File: config.mk
export PLATFORM = sky130hd
export DESIGN_NAME = mem_responder_flat
export DESIGN_NICKNAME = d
export VERILOG_FILES = /design/src/rtl/mem_responder_if.sv /design/src/rtl/mem_responder.sv /design/src/flat_wrapper.sv
export SDC_FILE = /design/constraint.sdc
export NUM_CORES = 2
export LEC_CHECK = 0
export BUFFER_PORTS_ARGS = -buffer_cell sky130_fd_sc_hd__buf_2
export CAP_MARGIN = 20
export CORE_MARGIN = 2
export CORE_UTILIZATION = 55
export CTS_BUF_LIST = sky130_fd_sc_hd__clkbuf_8 sky130_fd_sc_hd__clkbuf_16
export CTS_CLUSTER_SIZE = 8
export DETAILED_ROUTE_END_ITERATION = 10
export GPL_ROUTABILITY_DRIVEN = 0
export MAX_ROUTING_LAYER = met4
export PLACE_DENSITY = 0.71
export SLEW_MARGIN = 10
export SYNTH_ARGS = -nofsm -noshare
export SYNTH_HDL_FRONTEND = slang
export SYNTH_SLANG_ARGS = --single-unit
export TNS_END_PERCENT = 100
File: constraint.sdc
create_clock -name clk -period 4.9 [get_ports clk]
set_input_delay 0.735 -clock clk [delete_from_list [all_inputs] [get_ports clk]]
set_output_delay 0.735 -clock clk [all_outputs]
set_load 0.01 [all_outputs]
File: src/rtl/mem_responder_if.sv
// Request/response bus between the cache controller (master) and the
// memory responder (slave).
interface mem_responder_if;
  logic        rd;
  logic        wr;
  logic [15:0] addr;
  logic [15:0] data_in;
  logic [15:0] data_out;
  logic        stall;
  logic        done;
  logic        err;

  modport master (output rd, wr, addr, data_in,
                  input  data_out, stall, done, err);
  modport slave  (input  rd, wr, addr, data_in,
                  output data_out, stall, done, err);
endinterface

File: src/rtl/mem_responder.sv
// Fixed-latency word memory responder: accepts one aligned read or write
// while idle, stalls for LATENCY cycles, then pulses done. Malformed
// requests (rd and wr together, or odd byte address) pulse err instead.
module mem_responder #(
  parameter int ADDR_W  = 8,
  parameter int LATENCY = 4
) (
  input  logic            clk,
  input  logic            rst,
  mem_responder_if.slave  bus
);

  typedef enum logic [1:0] {ST_IDLE, ST_WAIT, ST_DONE} state_t;

  state_t              r_state;
  state_t              w_next;
  logic [3:0]          r_cnt;
  logic                r_op_wr;
  logic [ADDR_W-1:0]   r_idx;
  logic [15:0]         r_wdata;
  logic [15:0]         r_data_out;
  logic                r_err;
  logic [15:0]         r_mem [2**ADDR_W];

  logic                w_req;
  logic                w_bad;
  logic                w_accept;
  logic                w_stall;
  logic                w_done;

  assign w_req    = bus.rd | bus.wr;
  assign w_bad    = w_req & ((bus.rd & bus.wr) | bus.addr[0]);
  assign w_accept = (r_state == ST_IDLE) & w_req & ~w_bad;

  // State register; reset aborts any in-flight operation.
  always_ff @(posedge clk) begin
    if (!rst) r_state <= ST_IDLE;
    else      r_state <= w_next;
  end

  // Next-state logic: IDLE -> WAIT on accept, WAIT -> DONE at LATENCY-1, DONE -> IDLE.
  always_comb begin
    w_next = r_state;
    case (r_state)
      ST_IDLE: if (w_accept) w_next = ST_WAIT;
      ST_WAIT: if (r_cnt == 4'(LATENCY - 1)) w_next = ST_DONE;
      ST_DONE: w_next = ST_IDLE;
      default: w_next = ST_IDLE;
    endcase
  end

  // Output decode: stall for the whole operation, done only in the final cycle.
  always_comb begin
    w_stall = (r_state != ST_IDLE);
    w_done  = (r_state == ST_DONE);
  end

  // Request capture, latency counter, read data and error pulse.
  always_ff @(posedge clk) begin
    if (!rst) begin
      r_cnt      <= 4'd0;
      r_err      <= 1'b0;
      r_data_out <= 16'h0000;
      r_op_wr    <= 1'b0;
      r_idx      <= '0;
      r_wdata    <= 16'h0000;
    end else begin
      r_err <= (r_state == ST_IDLE) & w_bad;
      if (w_accept) begin
        r_op_wr <= bus.wr;
        r_idx   <= bus.addr[ADDR_W:1];
        r_wdata <= bus.data_in;
        r_cnt   <= 4'd1;
      end else if (r_state == ST_WAIT) begin
        r_cnt <= r_cnt + 4'd1;
      end
      // Read data is fetched on the edge entering DONE and held afterwards.
      if (r_state == ST_WAIT && w_next == ST_DONE && !r_op_wr)
        r_data_out <= r_mem[r_idx];
    end
  end

  // Storage commit on the edge leaving DONE; not cleared by reset, and a
  // reset in DONE suppresses the commit.
  always_ff @(posedge clk) begin
    if (rst && r_state == ST_DONE && r_op_wr)
      r_mem[r_idx] <= r_wdata;
  end

  assign bus.data_out = r_data_out;
  assign bus.stall    = w_stall;
  assign bus.done     = w_done;
  assign bus.err      = r_err;

endmodule

File: src/flat_wrapper.sv
// flat-port wrapper written by rule: the top's interface ports become plain ports
module mem_responder_flat 
#(
  parameter int ADDR_W  = 8,
  parameter int LATENCY = 4
)
  (clk, rst, bus_rd, bus_wr, bus_addr, bus_data_in, bus_data_out, bus_stall, bus_done, bus_err);
  mem_responder_if bus_i ();
  input  logic clk;
  input  logic rst;
  input wire logic [$bits(bus_i.rd)-1:0] bus_rd;
  input wire logic [$bits(bus_i.wr)-1:0] bus_wr;
  input wire logic [$bits(bus_i.addr)-1:0] bus_addr;
  input wire logic [$bits(bus_i.data_in)-1:0] bus_data_in;
  output wire logic [$bits(bus_i.data_out)-1:0] bus_data_out;
  output wire logic [$bits(bus_i.stall)-1:0] bus_stall;
  output wire logic [$bits(bus_i.done)-1:0] bus_done;
  output wire logic [$bits(bus_i.err)-1:0] bus_err;
  assign bus_i.rd = bus_rd;
  assign bus_i.wr = bus_wr;
  assign bus_i.addr = bus_addr;
  assign bus_i.data_in = bus_data_in;
  assign bus_data_out = bus_i.data_out;
  assign bus_stall = bus_i.stall;
  assign bus_done = bus_i.done;
  assign bus_err = bus_i.err;
  mem_responder #(.ADDR_W(ADDR_W), .LATENCY(LATENCY)) u_core (.clk(clk), .rst(rst), .bus(bus_i));
endmodule
==> flow_metrics.env <==
export IMPL_yosys_warnings=0
export IMPL_crit_chain="buf_4 -> nor2b_4 -> nand2_1 -> o22ai_1 -> o31ai_1 -> a21oi_1 -> o32ai_1"
export IMPL_slowest_delay_ns=0.94
export IMPL_nets=8266
export IMPL_cpMaxStageDelayCell="dfxtp_4"
export IMPL_ys_flop_type="edfxtp_1"
export IMPL_outcome="finished, final reports clean"
export IMPL_yosysSeqAreaShare_pct=77.9
export IMPL_cp_required_ns=5.75
export IMPL_cts_sinks=4144
export IMPL_vias_per_cell=6.86
export IMPL_arrival_ns=5.38
export IMPL_synth_seq_cells=4144
export IMPL_cts_root_buf="clkbuf_16"
export IMPL_finClkSkew_ns=0.0599
export IMPL_drc=0
export IMPL_dp_cells=11400
export IMPL_grt_overflow=0
export IMPL_synth_edf_count=4096
export IMPL_path_max_fanout=38
export IMPL_max_freq_mhz=220
export IMPL_placed_area_sq_um=167000
export IMPL_numCtsBuffers=592
export IMPL_drtPass1Iterations=9
export IMPL_power_total_w=0.0789
export IMPL_cp_start_kind="register"
export IMPL_cts_buffer_depth=4
export IMPL_end_kind="register"
export IMPL_rows=197
export IMPL_dp_hpwl_um=257000
export IMPL_regArea_sq_um=124000
export IMPL_post_cts_buffers=0
export IMPL_portBuffers=47
export IMPL_gr_usage_all_layers_pct=30.4
export IMPL_crit_type="register to register"
export IMPL_min_period_over_period_pct=92.6
export IMPL_netlist_instances=7443
export IMPL_grt_pass1_vias=82400
export IMPL_cts_tree="yes"
export IMPL_fp_dieArea_sq_um=294000
export IMPL_finalSetupTns_ns=0
export IMPL_nFillCells=18400
export IMPL_antenna_found_initial=27
export IMPL_cts_clk_slew_worst_paths_ns=0.05
export IMPL_finalInstanceArea_sq_um=183000
export IMPL_crit_family="compound AO/OA/AOI/OAI gates"
export IMPL_min_period_ns=4.54
export IMPL_final_hold_viol_count=0
export IMPL_grt_setup_unrepaired="false"
export IMPL_core_sq_um=288000
export IMPL_slew_viol_final=0
export IMPL_ios=55
export IMPL_htreeDepth=6
export IMPL_critPathBufInv=1
export IMPL_initial_core_util_pct=55.3
export IMPL_synth_area_per_cell_sq_um=21.4
export IMPL_setup_viol=0
export IMPL_ir_drop_mv=0.295
export IMPL_num_vias=83500
export IMPL_clock_latency_ns=0.94
export IMPL_p_per_area_nw_per_um2=431
export IMPL_drv_cap=0
export IMPL_multi_input_comb_area_sq_um=32400
export IMPL_drive_above_1_share_pct=26.0
export IMPL_p_leak_nw=58.7
export IMPL_grt_pass1_wl_um=612000
export IMPL_syn_area_sq_um=159000
export IMPL_fp_dieW_um=542
export IMPL_synth_distinct_cells=77
export IMPL_antenna_left=0
export IMPL_slew_headroom_pct=9.54
export IMPL_worstHoldPathType="input port to register"
export IMPL_wl_per_cell_um=35.8
export IMPL_drt_iter0_drc=13600
export IMPL_worstMarginPinSlew_ns=1.35
export IMPL_area_growth_pct=15.0
export IMPL_holdWs_ns=0.0507
export IMPL_wirelength_um=436000
export IMPL_synthArstFlopShare_pct=0
export IMPL_stdcell_count=12200
export IMPL_die_y_um=542
export IMPL_grt_max_degree=189
export IMPL_synthesis_nets=7480
-- routing by layer --
layer	global-route usage [%]	share of wire, %
met1	40.3	36
met2	44.5	46
met3	8.27	13
met4	13.7	4.9
met5	-	0
-- area by class of cell --
class | instances | share of cell area [%]
well taps | 3781 | 2.59
flip-flops and latches | 4144 | 67.8
inverters | 5 | 0.0109
multi-input cells | 2856 | 17.7
repair buffers | 630 | 3.00
diodes | 20 | 0.0273
clock buffers | 603 | 8.25
clock inverters | 126 | 0.619
-- per-stage QoR --
stage | util, % | setup slack, ns
6_report | 63.6 | 0.363
5_1_grt | 63.6 | 0.521
4_1_cts | 63.5 | 0.762
3_5_place_dp | 57.9 | 0.782
3_3_place_gp | 57.9 | 0.637
2_1_floorplan | - | 0.647
-- final timing paths --
kind                          start                endpoint  slack [ns]  depth (start not counted)
setup reg to reg    u_core.r_idx[3]  u_core.bus.data_out[1]        0.36                          7
hold reg to reg   u_core.r_state[1]       u_core.r_state[0]        0.46                          1
setup / recovery    u_core.r_idx[3]  u_core.bus.data_out[1]        0.36                          7
hold / removal      bus_data_in[11]      u_core.r_wdata[11]        0.05                          3
-- report_power, final --
group | internal [W] | switching, W
clock | 0.0218 | 0.0144
combinational | 0.00120 | 0.00222
sequential | 0.0391 | 0.000212
-- Yosys cell counts, types with 5 or more instances --
cell type | instances | area, sq um
a211oi_1 | 13 | 97.6
a21oi_1 | 75 | 375
a221oi_1 | 71 | 622
a22o_1 | 19 | 166
a22oi_1 | 155 | 1160
a311oi_1 | 5 | 43.8
a31o_2 | 5 | 43.8
a31oi_1 | 30 | 188
a32oi_1 | 19 | 166
a41oi_1 | 18 | 158
and2_1 | 6 | 37.5
and3_1 | 5 | 31.3
buf_1 | 11 | 41.3
buf_2 | 93 | 465
buf_4 | 99 | 743
buf_6 | 85 | 957
clkbuf_1 | 144 | 541
dfxtp_1 | 48 | 961
edfxtp_1 | 4096 | 123000
mux2_2 | 10 | 113
mux2i_1 | 495 | 4950
mux4_2 | 818 | 18400
nand2_1 | 171 | 642
nand2b_1 | 14 | 87.6
nand3_1 | 31 | 155
nand4_1 | 24 | 150
nor2_1 | 392 | 1470
nor2b_1 | 20 | 125
nor3_1 | 48 | 240
nor4_1 | 22 | 138
o2111ai_1 | 11 | 96.3
o211ai_1 | 11 | 82.6
o21a_1 | 6 | 45.0
o21ai_0 | 61 | 305
o21bai_1 | 5 | 37.5
o221ai_1 | 18 | 158
o22a_1 | 16 | 140
o22ai_1 | 169 | 1060
o31ai_1 | 9 | 67.6
o32ai_1 | 5 | 43.8
or2_2 | 6 | 37.5
or3_1 | 6 | 37.5
or4_1 | 9 | 67.6
-- tightest hold or removal path, delay by kind of cell --
family                 cells  cell delay, ns
AO/OA/AOI/OAI              1            0.06
AND/OR/NAND/NOR            1            0.07
buffers and inverters      1            0.10
-- registers in the layout, summed over array words and instances (netlist names) --
register             cells
u_core.bus.data_out     16
u_core.r_wdata          16
u_core.r_mem          4096
u_core.r_op_wr           1
u_core.r_cnt             4
u_core.r_idx             8
u_core.bus.err           1
u_core.r_state           2
-- layout by cell type (no fill, tap or decap), types with 75 or more instances in the layout --
cell	instances
edfxtp_1	4096
mux4_2	818
clkbuf_16	603
buf_4	507
mux2i_1	495
nor2_1	374
nand2_1	170
o22ai_1	169
a22oi_1	155
inv_1	83
a21oi_1	75
-- cells by family (layout without fill, tap and decap cells) --
| kind of cell | count (synthesis) | in the layout | synth area share (%) |
|---|---|---|---|
| flip-flops | 4144 | 4144 | 77.9 |
| buffers and inverters | 443 | 1364 | 1.79 |
| adder cells (fa/ha/maj) | 1 | 1 | 0.00786 |
| multiplexers | 1323 | 1323 | 14.8 |
| other | 0 | 20 | 0 |
| AO/OA/AOI/OAI | 741 | 741 | 3.29 |
| XOR/XNOR | 4 | 4 | 0.0220 |
| AND/OR/NAND/NOR | 787 | 787 | 2.21 |
-- what timing repair did --
action / in CTS / in global routing
hold buffers: 8 / 0
gates resized for setup: 0 / 0
endpoints found under the hold margin: 8 / 0
(Power assumes the default switching activity.)
